### config.mk
export PLATFORM = sky130hd
export DESIGN_NAME = press_classifier
export DESIGN_NICKNAME = d
export VERILOG_FILES = /design/src/rtl/press_pkg.sv /design/src/rtl/press_timer.sv /design/src/rtl/press_classifier.sv
export SDC_FILE = /design/constraint.sdc
export NUM_CORES = 1
export LEC_CHECK = 0
export ABC_AREA = 1
export BUFFER_PORTS_ARGS = -buffer_cell sky130_fd_sc_hd__buf_2
export CORE_MARGIN = 2
export CORE_UTILIZATION = 38
export DETAILED_ROUTE_END_ITERATION = 12
export SLEW_MARGIN = 30
export SYNTH_ARGS = -nofsm -noshare
export SYNTH_HDL_FRONTEND = slang
export SYNTH_HIERARCHICAL = 1
export SYNTH_SLANG_ARGS = --single-unit
### constraint.sdc
create_clock -name clk -period 3.5 [get_ports clk]
set_input_delay 0.7 -clock clk [delete_from_list [all_inputs] [get_ports clk]]
set_output_delay 0.7 -clock clk [all_outputs]
set_load 0.02 [all_outputs]
### src/rtl/press_pkg.sv
// Shared types and threshold constants for the button gesture classifier.
package press_pkg;

  typedef enum logic [2:0] {
    IDLE   = 3'd0,
    PRESS1 = 3'd1,
    GAP    = 3'd2,
    PRESS2 = 3'd3,
    HOLD   = 3'd4
  } state_t;

  // Hardware thresholds at 100 MHz.
  localparam int DEF_CNT_W      = 27;
  localparam int DEF_LONG_CNT   = 100_000_000;
  localparam int DEF_DBL_CNT    = 30_000_000;
  localparam int DEF_REPEAT_CNT = 20_000_000;

  // Shrunk thresholds so gestures fit in a short simulation.
  localparam int SIM_CNT_W      = 5;
  localparam int SIM_LONG_CNT   = 16;
  localparam int SIM_DBL_CNT    = 8;
  localparam int SIM_REPEAT_CNT = 4;

endpackage

### src/rtl/press_timer.sv
// Shared gesture timer: clearable up-counter with a terminal-count compare
// against a limit chosen by the FSM each cycle.
module press_timer
  import press_pkg::*;
#(
  parameter int CNT_W = DEF_CNT_W
) (
  input  logic             clk,
  input  logic             reset,
  input  logic             clr,
  input  logic             en,
  input  logic [CNT_W-1:0] limit,
  output logic             tc
);

  logic [CNT_W-1:0] count;

  always_ff @(posedge clk) begin
    if (reset || clr) begin
      count <= '0;
    end else if (en) begin
      count <= count + CNT_W'(1);
    end
  end

  assign tc = (count == limit - CNT_W'(1));

endmodule

### src/rtl/press_classifier.sv
// Classifies debounced button gestures into short press, long press and
// double click pulses. Define PRESS_AUTOREPEAT_EN to repeat long_press while held.
module press_classifier
  import press_pkg::*;
#(
  parameter int CNT_W      = DEF_CNT_W,
  parameter int LONG_CNT   = DEF_LONG_CNT,
  parameter int DBL_CNT    = DEF_DBL_CNT,
  parameter int REPEAT_CNT = DEF_REPEAT_CNT
) (
  input  logic clk,
  input  logic reset,
  input  logic db_level,
  input  logic db_tick,
  output logic short_press,
  output logic long_press,
  output logic double_click,
  output logic busy
);

  localparam logic [CNT_W-1:0] LONG_LIM = CNT_W'(LONG_CNT);
  localparam logic [CNT_W-1:0] DBL_LIM  = CNT_W'(DBL_CNT);
  localparam logic [CNT_W-1:0] REP_LIM  = CNT_W'(REPEAT_CNT);

  state_t           state;
  logic             tc;
  logic             tmr_clr;
  logic             tmr_en;
  logic [CNT_W-1:0] limit;

  // The timer restarts whenever the FSM leaves a timed state or sits in an untimed one.
  always_comb begin
    limit   = LONG_LIM;
    tmr_clr = 1'b1;
    case (state)
      PRESS1: begin
        limit   = LONG_LIM;
        tmr_clr = !db_level || tc;
      end
      GAP: begin
        limit   = DBL_LIM;
        tmr_clr = db_tick || tc;
      end
      HOLD: begin
        limit   = REP_LIM;
`ifdef PRESS_AUTOREPEAT_EN
        tmr_clr = !db_level || tc;
`else
        tmr_clr = 1'b1;
`endif
      end
      default: begin
        limit   = LONG_LIM;
        tmr_clr = 1'b1;
      end
    endcase
  end

  assign tmr_en = (state != IDLE);

  press_timer #(
    .CNT_W (CNT_W)
  ) u_timer (
    .clk   (clk),
    .reset (reset),
    .clr   (tmr_clr),
    .en    (tmr_en),
    .limit (limit),
    .tc    (tc)
  );

  always_ff @(posedge clk) begin
    if (reset) begin
      state        <= IDLE;
      short_press  <= 1'b0;
      long_press   <= 1'b0;
      double_click <= 1'b0;
      busy         <= 1'b0;
    end else begin
      short_press  <= 1'b0;
      long_press   <= 1'b0;
      double_click <= 1'b0;
      case (state)
        IDLE: begin
          if (db_tick) begin
            state <= PRESS1;
            busy  <= 1'b1;
          end
        end
        PRESS1: begin
          if (!db_level) begin
            state <= GAP;
          end else if (tc) begin
            state      <= HOLD;
            long_press <= 1'b1;
          end
        end
        GAP: begin
          // A tick landing on the timeout cycle still counts as a double click.
          if (db_tick) begin
            state        <= PRESS2;
            double_click <= 1'b1;
          end else if (tc) begin
            state       <= IDLE;
            short_press <= 1'b1;
            busy        <= 1'b0;
          end
        end
        PRESS2: begin
          if (!db_level) begin
            state <= IDLE;
            busy  <= 1'b0;
          end
        end
        HOLD: begin
          if (!db_level) begin
            state <= IDLE;
            busy  <= 1'b0;
          end
`ifdef PRESS_AUTOREPEAT_EN
          else if (tc) begin
            long_press <= 1'b1;
          end
`endif
        end
        default: begin
          state <= IDLE;
          busy  <= 1'b0;
        end
      endcase
    end
  end

endmodule
==> results.py <==
metrics = {
    "setup_path": {
        "path_cells": "nor2_1, nand2_2, inv_1, nor2_1, nand2_1, nor2_2, nand2_1, nand2_1, nand2_1, inv_1, nand2_1, nor2_1, nand2_1, nor2_1, nand2_1, nor2_1, inv_1, nand2_1, nor2_2, nor2_2, nor2_1, inv_1, a21oi_1, o21a_1",
        "cpMostUsedCell": "nand2_1",
        "start_kind": "register",
        "r2r_cells": 24,
        "slowest_stage": "dfxtp_1",
        "crit_fanout": 12,
        "cp.required_ns": 3.69,
        "crit_path_end_kind": "register",
        "cp.arrival_ns": 3.20,
        "crit_type": "reg -> reg",
        "slowest_delay_ns": 0.42,
    },
    "final_layout": {
        "syn2layout_area_growth_pct": 14.7,
        "final_util_pct": 44.4,
        "final_cell_area_um2": 3380,
        "drive_above_1_share_pct": 9.45,
        "diodes": 0,
        "fin_nets": 566,
    },
    "floorplan": {
        "die_x_um": 92.1,
        "dieArea_um2": 8470,
        "core_area_um2": 7610,
        "rows": 32,
        "die_h_um": 92.1,
        "start_util_pct": 38.7,
        "io-pin-count": 8,
    },
    "synthesis": {
        "syn_inst": 506,
        "yosysWarnings": 6,
        "synthesis.area_um2": 2950,
        "ys_seq_elements": 34,
        "synth.distinct_cells": 34,
        "seq_area_frac_synth_pct": 23.1,
        "syn_avg_cell_area_um2": 5.82,
    },
    "grt": {
        "grt_use_met2_pct": 30.3,
        "grtUsageMet3_pct": 2.30,
        "grt_busiest_layer": "met2",
        "grtUsageTotal_pct": 18.8,
        "grt-ovfl-total": 0,
        "grt_start_max_net_pins": 16,
        "grt_use_met1_pct": 25.9,
        "grt_pass1_vias": 2772,
        "antenna_found_initial": 0,
        "grt_pass1_wl_um": 12700,
    },
    "power": {
        "leakagePower_nw": 1.44,
        "peakVddDrop_uv": 302,
        "power.density_nw_per_um2": 437,
    },
    "routing": {
        "routed_via_density": 4.55,
        "first_iter_violations": 132,
        "route.vias.total": 3016,
        "drtPass1Iterations": 4,
        "drcViolationCount": 0,
        "drt-total-wl_um": 7460,
        "post_drt_wl_per_cell_um": 11.2,
        "ant_nets": 0,
    },
    "min_path": {
        "hold_path_depth": 2,
        "hp-class": "reg -> reg",
    },
    "place": {
        "hpwlAfterDp_um": 6170,
        "gp_congestion": 0.905,
        "port_buffers": 7,
        "place_area_um2": 3270,
        "place_ws_ns": 0.507,
    },
    "sta": {
        "final-setup-viol-count": 0,
        "tns_ns": 0,
        "fin_crit_sh_pct": 86.1,
        "final.min_clock_period_ns": 3.01,
        "slew_violations": 0,
        "hold_slack_ns": 0.489,
        "fmax_mhz": 332,
        "layout_setup_ws_ns": 0.486,
        "skew_ns": 0.00191,
        "final-hold-violation-count": 0,
        "rsz0062_at_grt": "no",
    },
    "clocking": {
        "cts_buffers": 5,
        "cts_tree": "done",
        "clkTransAtPathRegs_ns": 0.07,
        "hold_buffers": 0,
        "clock_sinks": 34,
        "clk_latency_ns": 0.29,
        "cts.repair.resized": 0,
        "clock_path_buffers": 2,
        "clockRootBuffer": "clkbuf_8",
        "htree_levels": 2,
        "postCtsSetupRepairBufs": 0,
    },
    "status": {
        "status": "finished clean",
    },
    "job": {
        "cap_violations": 0,
    },
}
[metrics by stage]
step	total power (W)	std cells
2_1_floorplan	0.000982	545
3_3_place_gp	0.00113	655
3_5_place_dp	0.00113	655
4_1_cts	0.00148	663
5_1_grt	0.00160	663
6_report	0.00148	663
[synthesized netlist by cell type (all sizes together)]
library cell / n / area share [%]
a211oi: 2 / 0.51
nand4: 10 / 2.3
o21bai: 3 / 0.76
nor3: 18 / 3.4
nand3b: 2 / 0.51
xor2: 14 / 4.2
clkbuf: 2 / 0.25
ha: 2 / 0.85
conb: 2 / 0.25
o21ai: 15 / 2.5
nor4: 4 / 0.85
nand2: 140 / 19
xnor2: 14 / 4.2
nor2: 107 / 15
o21a: 3 / 0.76
or2: 1 / 0.30
nand2b: 1 / 0.21
a31oi: 2 / 0.42
and2: 1 / 0.21
nand3: 35 / 6.1
xor3: 1 / 0.81
a21oi: 19 / 3.6
dfxtp: 34 / 23
inv: 74 / 9.4
[routing by layer]
| layer | share of wire, % | vias up |
|---|---|---|
| met5 | 0 | - |
| met1 | 51 | 1289 |
| met3 | 3.7 | 12 |
| met4 | 2.0 | 0 |
| li1 | - | 1667 |
| met2 | 43 | 48 |
[worst max-delay path: cells and delay by family (launching register included)]
family / cells / cell delay, ns
AND/OR/NAND/NOR: 18 / 1.64
flip-flops: 1 / 0.42
buffers and inverters: 4 / 0.65
AO/OA/AOI/OAI: 2 / 0.19
[cell families (layout without fill, tap and decap cells)]
family / count (synthesis) / in the layout / synth area share [%]
and+or+nand+nor: 319 / 319 / 48.4
buffers and inverters: 76 / 92 / 9.68
AOI/OAI and AO/OA: 44 / 44 / 8.62
DFF: 34 / 34 / 23.1
xor gates and xnor gates: 29 / 29 / 9.13
adders and majority gates: 2 / 2 / 0.849
other: 2 / 41 / 0.255
[worst paths after layout]
path	startpoint	end	slack, ns
worst min-delay path	busy	busy	0.49
worst min register to register	busy	busy	0.49
worst max-delay path	state[0]	u_timer/count[17]	0.49
worst max register to register	state[0]	u_timer/count[17]	0.49
[registers in the layout, summed over array words and instances (netlist names)]
signal,count
state,3
double_click,1
short_press,1
u_timer/count,27
long_press,1
busy,1
[layout by cell type, fill, tap and decap left out, drive strengths merged, types with 3 or more instances in the layout]
cell	count
a21oi	19
buf	10
clkbuf	8
conb	41
dfxtp	34
inv	74
nand2	140
nand3	35
nand4	10
nor2	107
nor3	18
nor4	4
o21a	3
o21ai	15
o21bai	3
xnor2	14
xor2	14
[report_power, final]
part / internal [W] / switching [W]
Combinational: 0.000234 / 0.000457
Clock: 0.000199 / 0.000145
Sequential: 0.000412 / 0.0000308
Total: 0.000844 / 0.000633
[layout make-up]
type / count / area [µm²]
repair buffers: 10 / 57.6
flip-flops and latches: 34 / 681
multi-input cells: 435 / 2130
fillers: 832 / 4230
clock buffers: 8 / 110
well taps: 102 / 128
inverters: 74 / 278
(Power assumes the default switching activity.)
